`src/rtl/sobel_window_ctrl_pkg.sv`:
```
// Shared definitions for the Sobel window controller: frame defaults, FSM
// encoding and the 3x3 window byte-index helper.
package sobel_window_ctrl_pkg;

  localparam int WIDTH_DEF  = 640;
  localparam int HEIGHT_DEF = 480;

  typedef enum logic [1:0] {
    IDLE   = 2'd0,
    ACTIVE = 2'd1,
    DONE   = 2'd2
  } state_e;

  // Byte position of window element (r, c); r=0 is the oldest line, c=0 the oldest column.
  function automatic int win_idx(input int r, input int c);
    return 3 * r + c;
  endfunction

endpackage

```
`src/rtl/window_shift_3x3.sv`:
```
// Three 3-deep byte shift rows forming the 3x3 window; the newest column
// enters at c=2 from the line-buffer taps (tap2 = oldest line = row 0).
module window_shift_3x3
  import sobel_window_ctrl_pkg::*;
(
  input  logic        clk,
  input  logic        rst,
  input  logic        en,
  input  logic [7:0]  tap0_i,
  input  logic [7:0]  tap1_i,
  input  logic [7:0]  tap2_i,
  output logic [71:0] win_o
);

  logic [7:0]  taps [3];
  logic [71:0] win_q, win_d;

  assign taps[0] = tap2_i;
  assign taps[1] = tap1_i;
  assign taps[2] = tap0_i;

  always_comb begin
    win_d = win_q;
    if (en) begin
      for (int r = 0; r < 3; r++) begin
        win_d[8*win_idx(r, 0) +: 8] = win_q[8*win_idx(r, 1) +: 8];
        win_d[8*win_idx(r, 1) +: 8] = win_q[8*win_idx(r, 2) +: 8];
        win_d[8*win_idx(r, 2) +: 8] = taps[r];
      end
    end
  end

  always_ff @(posedge clk or negedge rst) begin
    if (!rst) win_q <= '0;
    else      win_q <= win_d;
  end

  assign win_o = win_q;

endmodule

```
`src/rtl/sobel_window_ctrl.sv`:
```
// Raster sequencing for the Sobel front end: drives the line-buffer write side,
// tracks position, and emits interior 3x3 windows with centre coordinates.
module sobel_window_ctrl
  import sobel_window_ctrl_pkg::*;
#(
  parameter int WIDTH  = WIDTH_DEF,
  parameter int HEIGHT = HEIGHT_DEF,
  parameter int CW     = 10,
  parameter int RW     = 9
) (
  input  logic          clk,
  input  logic          rst,
  input  logic          pix_valid_i,
  input  logic [7:0]    pix_data_i,
  input  logic          sof_i,
  output logic          pix_ready_o,
  output logic          lb_we_o,
  output logic [7:0]    lb_data_o,
  input  logic [7:0]    lb_tap0_i,
  input  logic [7:0]    lb_tap1_i,
  input  logic [7:0]    lb_tap2_i,
  output logic [71:0]   win_o,
  output logic          win_valid_o,
  output logic [RW-1:0] win_row_o,
  output logic [CW-1:0] win_col_o,
  output logic          frame_done_o,
  output logic          frame_err_o
);

  localparam logic [CW-1:0] COL_LAST = CW'(WIDTH - 1);
  localparam logic [RW-1:0] ROW_LAST = RW'(HEIGHT - 1);

  state_e        state_q, state_d;
  logic [CW-1:0] col_q, col_d, cur_col, win_col_q, win_col_d;
  logic [RW-1:0] row_q, row_d, cur_row, win_row_q, win_row_d;
  logic          win_valid_q, win_valid_d;
  logic          done_q, done_d;
  logic          err_q, err_d;
  logic          beat, wr;

  assign pix_ready_o = (state_q != DONE);
  assign beat        = pix_valid_i && pix_ready_o;
  assign wr          = beat && (sof_i || state_q == ACTIVE);
  assign lb_we_o     = wr;
  assign lb_data_o   = pix_data_i;

  // A sof beat is always pixel (0,0), whether it starts or aborts a frame.
  assign cur_col = sof_i ? '0 : col_q;
  assign cur_row = sof_i ? '0 : row_q;

  always_comb begin
    state_d     = state_q;
    col_d       = col_q;
    row_d       = row_q;
    win_valid_d = 1'b0;
    win_row_d   = win_row_q;
    win_col_d   = win_col_q;
    done_d      = 1'b0;
    err_d       = 1'b0;
    case (state_q)
      IDLE:    if (wr) state_d = ACTIVE;
      ACTIVE:  if (beat && sof_i) err_d = 1'b1;
      DONE:    state_d = IDLE;
      default: state_d = IDLE;
    endcase
    if (wr) begin
      if (cur_col == COL_LAST) begin
        col_d = '0;
        row_d = cur_row + RW'(1);
      end else begin
        col_d = cur_col + CW'(1);
        row_d = cur_row;
      end
      // Stale lines after an abort or reset are hidden by the row gate.
      if (cur_row >= RW'(2) && cur_col >= CW'(2)) begin
        win_valid_d = 1'b1;
        win_row_d   = cur_row - RW'(1);
        win_col_d   = cur_col - CW'(1);
      end
      if (cur_row == ROW_LAST && cur_col == COL_LAST) begin
        state_d = DONE;
        done_d  = 1'b1;
        col_d   = '0;
        row_d   = '0;
      end
    end
  end

  always_ff @(posedge clk or negedge rst) begin
    if (!rst) begin
      state_q     <= IDLE;
      col_q       <= '0;
      row_q       <= '0;
      win_valid_q <= 1'b0;
      win_row_q   <= '0;
      win_col_q   <= '0;
      done_q      <= 1'b0;
      err_q       <= 1'b0;
    end else begin
      state_q     <= state_d;
      col_q       <= col_d;
      row_q       <= row_d;
      win_valid_q <= win_valid_d;
      win_row_q   <= win_row_d;
      win_col_q   <= win_col_d;
      done_q      <= done_d;
      err_q       <= err_d;
    end
  end

  window_shift_3x3 u_shift (
    .clk    (clk),
    .rst    (rst),
    .en     (wr),
    .tap0_i (lb_tap0_i),
    .tap1_i (lb_tap1_i),
    .tap2_i (lb_tap2_i),
    .win_o  (win_o)
  );

  assign win_valid_o  = win_valid_q;
  assign win_row_o    = win_row_q;
  assign win_col_o    = win_col_q;
  assign frame_done_o = done_q;
  assign frame_err_o  = err_q;

endmodule

```
`config.mk`:
```
export PLATFORM = sky130hd
export DESIGN_NAME = sobel_window_ctrl
export DESIGN_NICKNAME = d
export VERILOG_FILES = /design/src/rtl/sobel_window_ctrl_pkg.sv /design/src/rtl/window_shift_3x3.sv /design/src/rtl/sobel_window_ctrl.sv
export SDC_FILE = /design/constraint.sdc
export NUM_CORES = 1
export LEC_CHECK = 0
export BUFFER_PORTS_ARGS = -buffer_cell sky130_fd_sc_hd__buf_2
export CORE_ASPECT_RATIO = 1.1
export CORE_MARGIN = 5
export CORE_UTILIZATION = 55
export DETAILED_ROUTE_END_ITERATION = 8
export PLACE_DENSITY = 0.94
export SYNTH_ARGS = -nofsm -noshare
export SYNTH_HDL_FRONTEND = slang
export SYNTH_SLANG_ARGS = --single-unit
```
`constraint.sdc`:
```
create_clock -name clk -period 4.1 [get_ports clk]
set_clock_uncertainty 0.1 [all_clocks]
set_input_delay 0.41 -clock clk [delete_from_list [all_inputs] [get_ports clk]]
set_output_delay 0.41 -clock clk [all_outputs]
set_load 0.005 [all_outputs]
```
# After elaboration in Yosys (flattened, before gate mapping)
# Index checks and enable logic that the tools add are counted.
# classes
add_sub_neg	4
magnitude_cmp	2
eq_ne	4
n_mux	16
reduce_logical	8
# op_table
op	count
10-bit two-way mux	3
9-bit two-way mux	3
10-bit by 1-bit adder with 10-bit output (second input constant)	1
10-bit equality test (second input constant)	1
10-bit by 2-bit >= comparator with 1-bit output (second input constant)	1
10-bit by 1-bit subtractor with 10-bit output (second input constant)	1
9-bit by 1-bit adder with 9-bit output (second input constant)	1
9-bit equality test (second input constant)	1
9-bit by 2-bit >= comparator with 1-bit output (second input constant)	1
9-bit by 1-bit subtractor with 9-bit output (second input constant)	1
1-bit two-way mux	6
2-bit two-way mux	3
1-bit logical AND	5
2-bit one-hot mux with 2 select lines	1
2-bit by 1-bit equality test with 1-bit output (second input constant)	1
2-bit zero test	1
2-bit != test (second input constant)	1
2-bit AND reduction	1
1-bit logical OR	1
# totals
regBits	115
in_bits	36
output_inout_bits	104
wordCells	43

# Logic depth before layout (Yosys ltp)
# logic_depth
word_depth	7
mapped_depth	12
depth_no_buf	9

# Cells and area by module
# From an unflattened synthesis, not the netlist that was laid out.
# unflattened
hier_cells	452
area_unflattened_um2	5790.6
# by_module_without_submodules
module	instances	cells_each	area_per_inst_um2	seq_area_each_um2
window_shift_3x3	1	152	3026.7	1801.7
sobel_window_ctrl	1	300	2763.9	1076.0

# Least setup slack after synthesis
# OpenSTA, ideal clock, no wires.
# synth_path
path_type	input port to flip-flop
from	input port sof_i
to	register row_q[6]
setup_time_ns	0.121
arrival_time_ns	2.264
required_time_ns	3.879
path_slack_ns	1.615
path_stages	10
cell_sequence	inv_1 clkbuf_1 nand2_1 inv_1 ha_1 nand4b_1 nor4_4 nand3_1 mux2_1 a22o_1
# synth_between
elab_chain_cells	4
elab_cells_between_ends	10
cone_classes	1 x add/sub; 2 x eq/ne; 4 x mux; 3 x reduce/logical
# synth_lines
element	line_no	source
from (decl)	sobel_window_ctrl.sv:15	input logic sof_i,
9-bit two-way mux / 10-bit two-way mux (equally long branches)	sobel_window_ctrl.sv:49, sobel_window_ctrl.sv:48	
9-bit by 1-bit adder with 9-bit output, or another cell as far along	sobel_window_ctrl.sv:69	row_d = cur_row + RW'(1);
9-bit two-way mux / 1-bit logical AND (equally long branches)	sobel_window_ctrl.sv:67, sobel_window_ctrl.sv:80	
9-bit two-way mux	sobel_window_ctrl.sv:80	if (cur_row == ROW_LAST && cur_col == COL_LAST) begin
to (signal assigned)	sobel_window_ctrl.sv:102	row_q <= row_d;
to (decl)	sobel_window_ctrl.sv:35	logic [RW-1:0] row_q, row_d, cur_row, win_row_q, win_row_d;
# Parallel ways exist; a longest one is shown, timed or not.
# A chain may end at the register's enable or synchronous reset.

# Worst setup path in the final report
# layout_path
from	input port sof_i
to	register win_row_q[6], in the netlist win_row_o[6]
# layout_between
elab_chain_cells	4
elab_cells_between_ends	9
cone_classes	1 x add/sub; 2 x order compare; 2 x mux; 4 x reduce/logical
# layout_lines
element	line_no	source
10-bit two-way mux / 9-bit two-way mux (equally long branches)	sobel_window_ctrl.sv:48, sobel_window_ctrl.sv:49	
10-bit by 2-bit >= comparator with 1-bit output / 9-bit by 2-bit >= comparator with 1-bit output (equally long branches)	sobel_window_ctrl.sv:75	if (cur_row >= RW'(2) && cur_col >= CW'(2)) begin
1-bit logical AND	sobel_window_ctrl.sv:75	
2-bit AND reduction (no source line)	--	
to (signal assigned)	sobel_window_ctrl.sv:104	win_row_q <= win_row_d;
to (decl)	sobel_window_ctrl.sv:35	
# Parallel ways exist; a longest one is shown, timed or not.

==> impl_metrics.tcl <==
set metrics [dict create \
    die_w_um 103.0 \
    cts_root_buf "clkbuf_8" \
    netlist.area_leader.share_pct 54.95 \
    drive_above_1_share_pct 23.02 \
    cap_violations 0 \
    final_nets 763 \
    hp-class "primary input to register" \
    dieArea_mm2 0.01158 \
    die_y_um 112.3 \
    post-dp-hpwl_um 8544 \
    core_mm2 0.009351 \
    setup_viol 0 \
    ir_drop_uv 340.3 \
    clkLatencyLatePin_ns 0.51 \
    async_flop_share_pct 100.0 \
    cts_sinks 115 \
    dr.pass1.iters 5 \
    max_freq_mhz 366.2 \
    hold_viol_final 0 \
    final_cells 851 \
    cts_tree "built" \
    drt_iter0_drc 246 \
    cp_data_required_time_ns 4.42 \
    synthToLayoutAreaGrowth_pct 26.45 \
    synth_top_area_cell "dfrtp_1" \
    clk_pin_slew_ns 0.06 \
    tightest_slew_ns 1.104 \
    critPathMaxFanout 35 \
    synth_nets 639 \
    ys_types 52 \
    status "finished clean" \
    dp.cells 794 \
    grt_pass1_wl_um 22760 \
    drv_slew 0 \
    diodes 0 \
    htree_levels 4 \
    ys_ff_latch 115 \
    via_per_inst 5.524 \
    wirelength_um 13720 \
    drc 0 \
    antenna_found_initial 0 \
    start_util_pct 56.01 \
    grt_max_degree 96 \
    yosys_warnings 0 \
    slew_headroom_pct 26.38 \
    fillers 671 \
    core.rowCount 37 \
    ctsResizeCount 0 \
    final_antenna_net_count 0 \
    cts-root-to-sink-buffers 2 \
    synthCells 597 \
    grt-ovfl-total 0 \
    hold_slack_ns 0.1609 \
    synth-main-ff-cell "dfrtp_1" \
    grt_usage_pct 24.85 \
    wl_per_cell_um 16.13 \
    num_vias 4701 \
    synth_area_mm2 0.005238 \
    syn_area_per_cell_um2 8.773 \
    p_leak_nw 3.548 \
    rsz0062_at_grt "no" \
    end_kind "register" \
    critical_path_class "primary input to register" \
    io_buffers 123 \
    p_per_area_mw_per_mm2 462.2 \
    synth.area.top_cells "dfrtp_1 55%, nand2_1 17%, clkbuf_1 2.2%, nor2_1 2.2%, o21ai_0 1.8%" \
    fin_setup_tns_ns 0 \
    period_needed_ns 2.731 \
    arrival_ns 3.05 \
    numCtsBuffers 17 \
    ios 140 \
    seq_area_frac_synth_pct 54.95 \
    gp_congestion 0.8887 \
    period_share_pct 66.60 \
    total_power_mw 3.061 \
    synth_edf_count 0 \
    grt_pass1_vias 4764 \
    cp-start-kind "primary input" \
]
## flip-flops by register name (all words and copies together), names as in the netlist
signal / flops
row_q: 9
frame_err_o: 1
win_col_o: 10
win_valid_o: 1
win_row_o: 9
col_q: 10
frame_done_o: 1
state_q: 2
u_shift.win_o: 72
## critical path, cell delays in order
cell	delay, ns
buf_2	0.25
buf_4	0.28
nand2b_1	0.24
ha_1	0.19
and2_1	0.12
a32o_1	0.15
and4_1	0.94
o221ai_1	0.29
o21ai_0	0.16
## per-layer routing
metal	global-route usage (%)	up-vias	part of all wire [%]
li1	-	2180	-
met5	0	-	0
met4	11.92	0	3.1
met2	40.14	218	50
met3	7.085	44	8.1
met1	30.34	2259	39
## layout by cell type (no fill, tap or decap), types with 4 or more instances in the layout
cell           netlist  layout
a21oi_1             16      16
clkinvlp_4           0       4
o31ai_1              4       4
nand4_1              4       4
mux2i_1              4       4
nor3_1               8       8
a31oi_1              5       5
xnor2_1              6       6
ha_1                 6       6
nor2_1              31      31
clkinv_2             0       5
buf_2                5     122
buf_4                8       6
inv_1               13      12
nor2b_1              4       4
nand2_1            241     241
clkbuf_16            0      16
nand2b_1             5       5
nand3_1             15      15
dlygate4sd3_1        0      25
xor2_1               4       4
dfrtp_1            115     115
o21ai_0             19      19
## synthesized netlist by cell type (all sizes together) (2+ instances only)
master and number:
o211ai 2, nand4b 4, ha 6, nor3 8, nand3 15, a41oi 2
nand2 241, a21oi 16, o41ai 2, a22oi 3, xnor2 6, nand2b 5
nand4 4, o21a 3, nor4 6, xor2 4, a22o 2, buf 16
mux2i 4, a31oi 5, o2111ai 2, nor2b 4, mux2 3, o31ai 4
inv 13, and3 2, clkbuf 32, nand3b 2, o21ai 20, nor2 31
nor3b 2, and2 3, dfrtp 115
## report_power, final
group | internal [mW] | switching, mW | leakage (nW)
combinational | 0.161 | 0.222 | 1.82
sequential | 1.24 | 0.0861 | 1.46
clock | 0.830 | 0.522 | 0.265
total | 2.23 | 0.830 | 3.55
## area by class of cell
type                    instances  area, um^2  area share (%)
clock inverters                13       111.4           1.681
flip-flops and latches        115        2878           43.45
clock buffers                  19       441.7           6.669
multi-input cells             421        2091           31.57
well taps                     117       146.4           2.210
repair buffers                153       905.9           13.68
inverters                      13       48.80          0.7368
## kinds of logic (layout without fill, tap and decap cells)
logic type	after synthesis	count (layout)	synth area share (%)
multiplexers	7	7	1.409
adder cells (fa/ha/maj)	6	6	1.433
flip-flops	115	115	54.95
AO/OA/AOI/OAI	67	67	8.051
AND/OR/NAND/NOR	331	331	27.26
XOR/XNOR	10	10	1.672
buffers and inverters	61	198	5.232
## path summary, 6_finish.rpt
path / from / endpoint / slack [ns] / depth (start not counted)
max reg2reg: col_q[1]$_DFFE_PN0P_ / win_row_o[6]$_DFFE_PN0P_ / 1.42 / 8
max: sof_i / win_row_o[6]$_DFFE_PN0P_ / 1.37 / 9
min reg2reg: state_q[1]$_DFF_PN0_ / state_q[0]$_DFF_PN0_ / 0.36 / 1
min: pix_valid_i / state_q[0]$_DFF_PN0_ / 0.16 / 3
max in group asynchronous: rst / u_shift.win_o[60]$_DFFE_PN0P_ / 2.62 / 3
min in group asynchronous: rst / col_q[2]$_DFFE_PN0P_ / 0.17 / 2
## metrics by stage
| stage | util (%) | area [um^2] | setup WS (ns) |
|---|---|---|---|
| after floorplan | - | 5238 | 1.615 |
| after global placement | 62.23 | 5819 | 0.9619 |
| after detailed placement | 62.23 | 5819 | 0.8689 |
| after CTS | 70.82 | 6623 | 1.419 |
| after global routing | 70.82 | 6623 | 1.034 |
| final | 70.82 | 6623 | 1.369 |
## what timing repair did
item                                   in CTS  in global routing
hold buffers                               25                  0
endpoints found under the hold margin      64                  0
setup buffers                               0                  0
No activity file was read; power rests on OpenSTA's default activity.
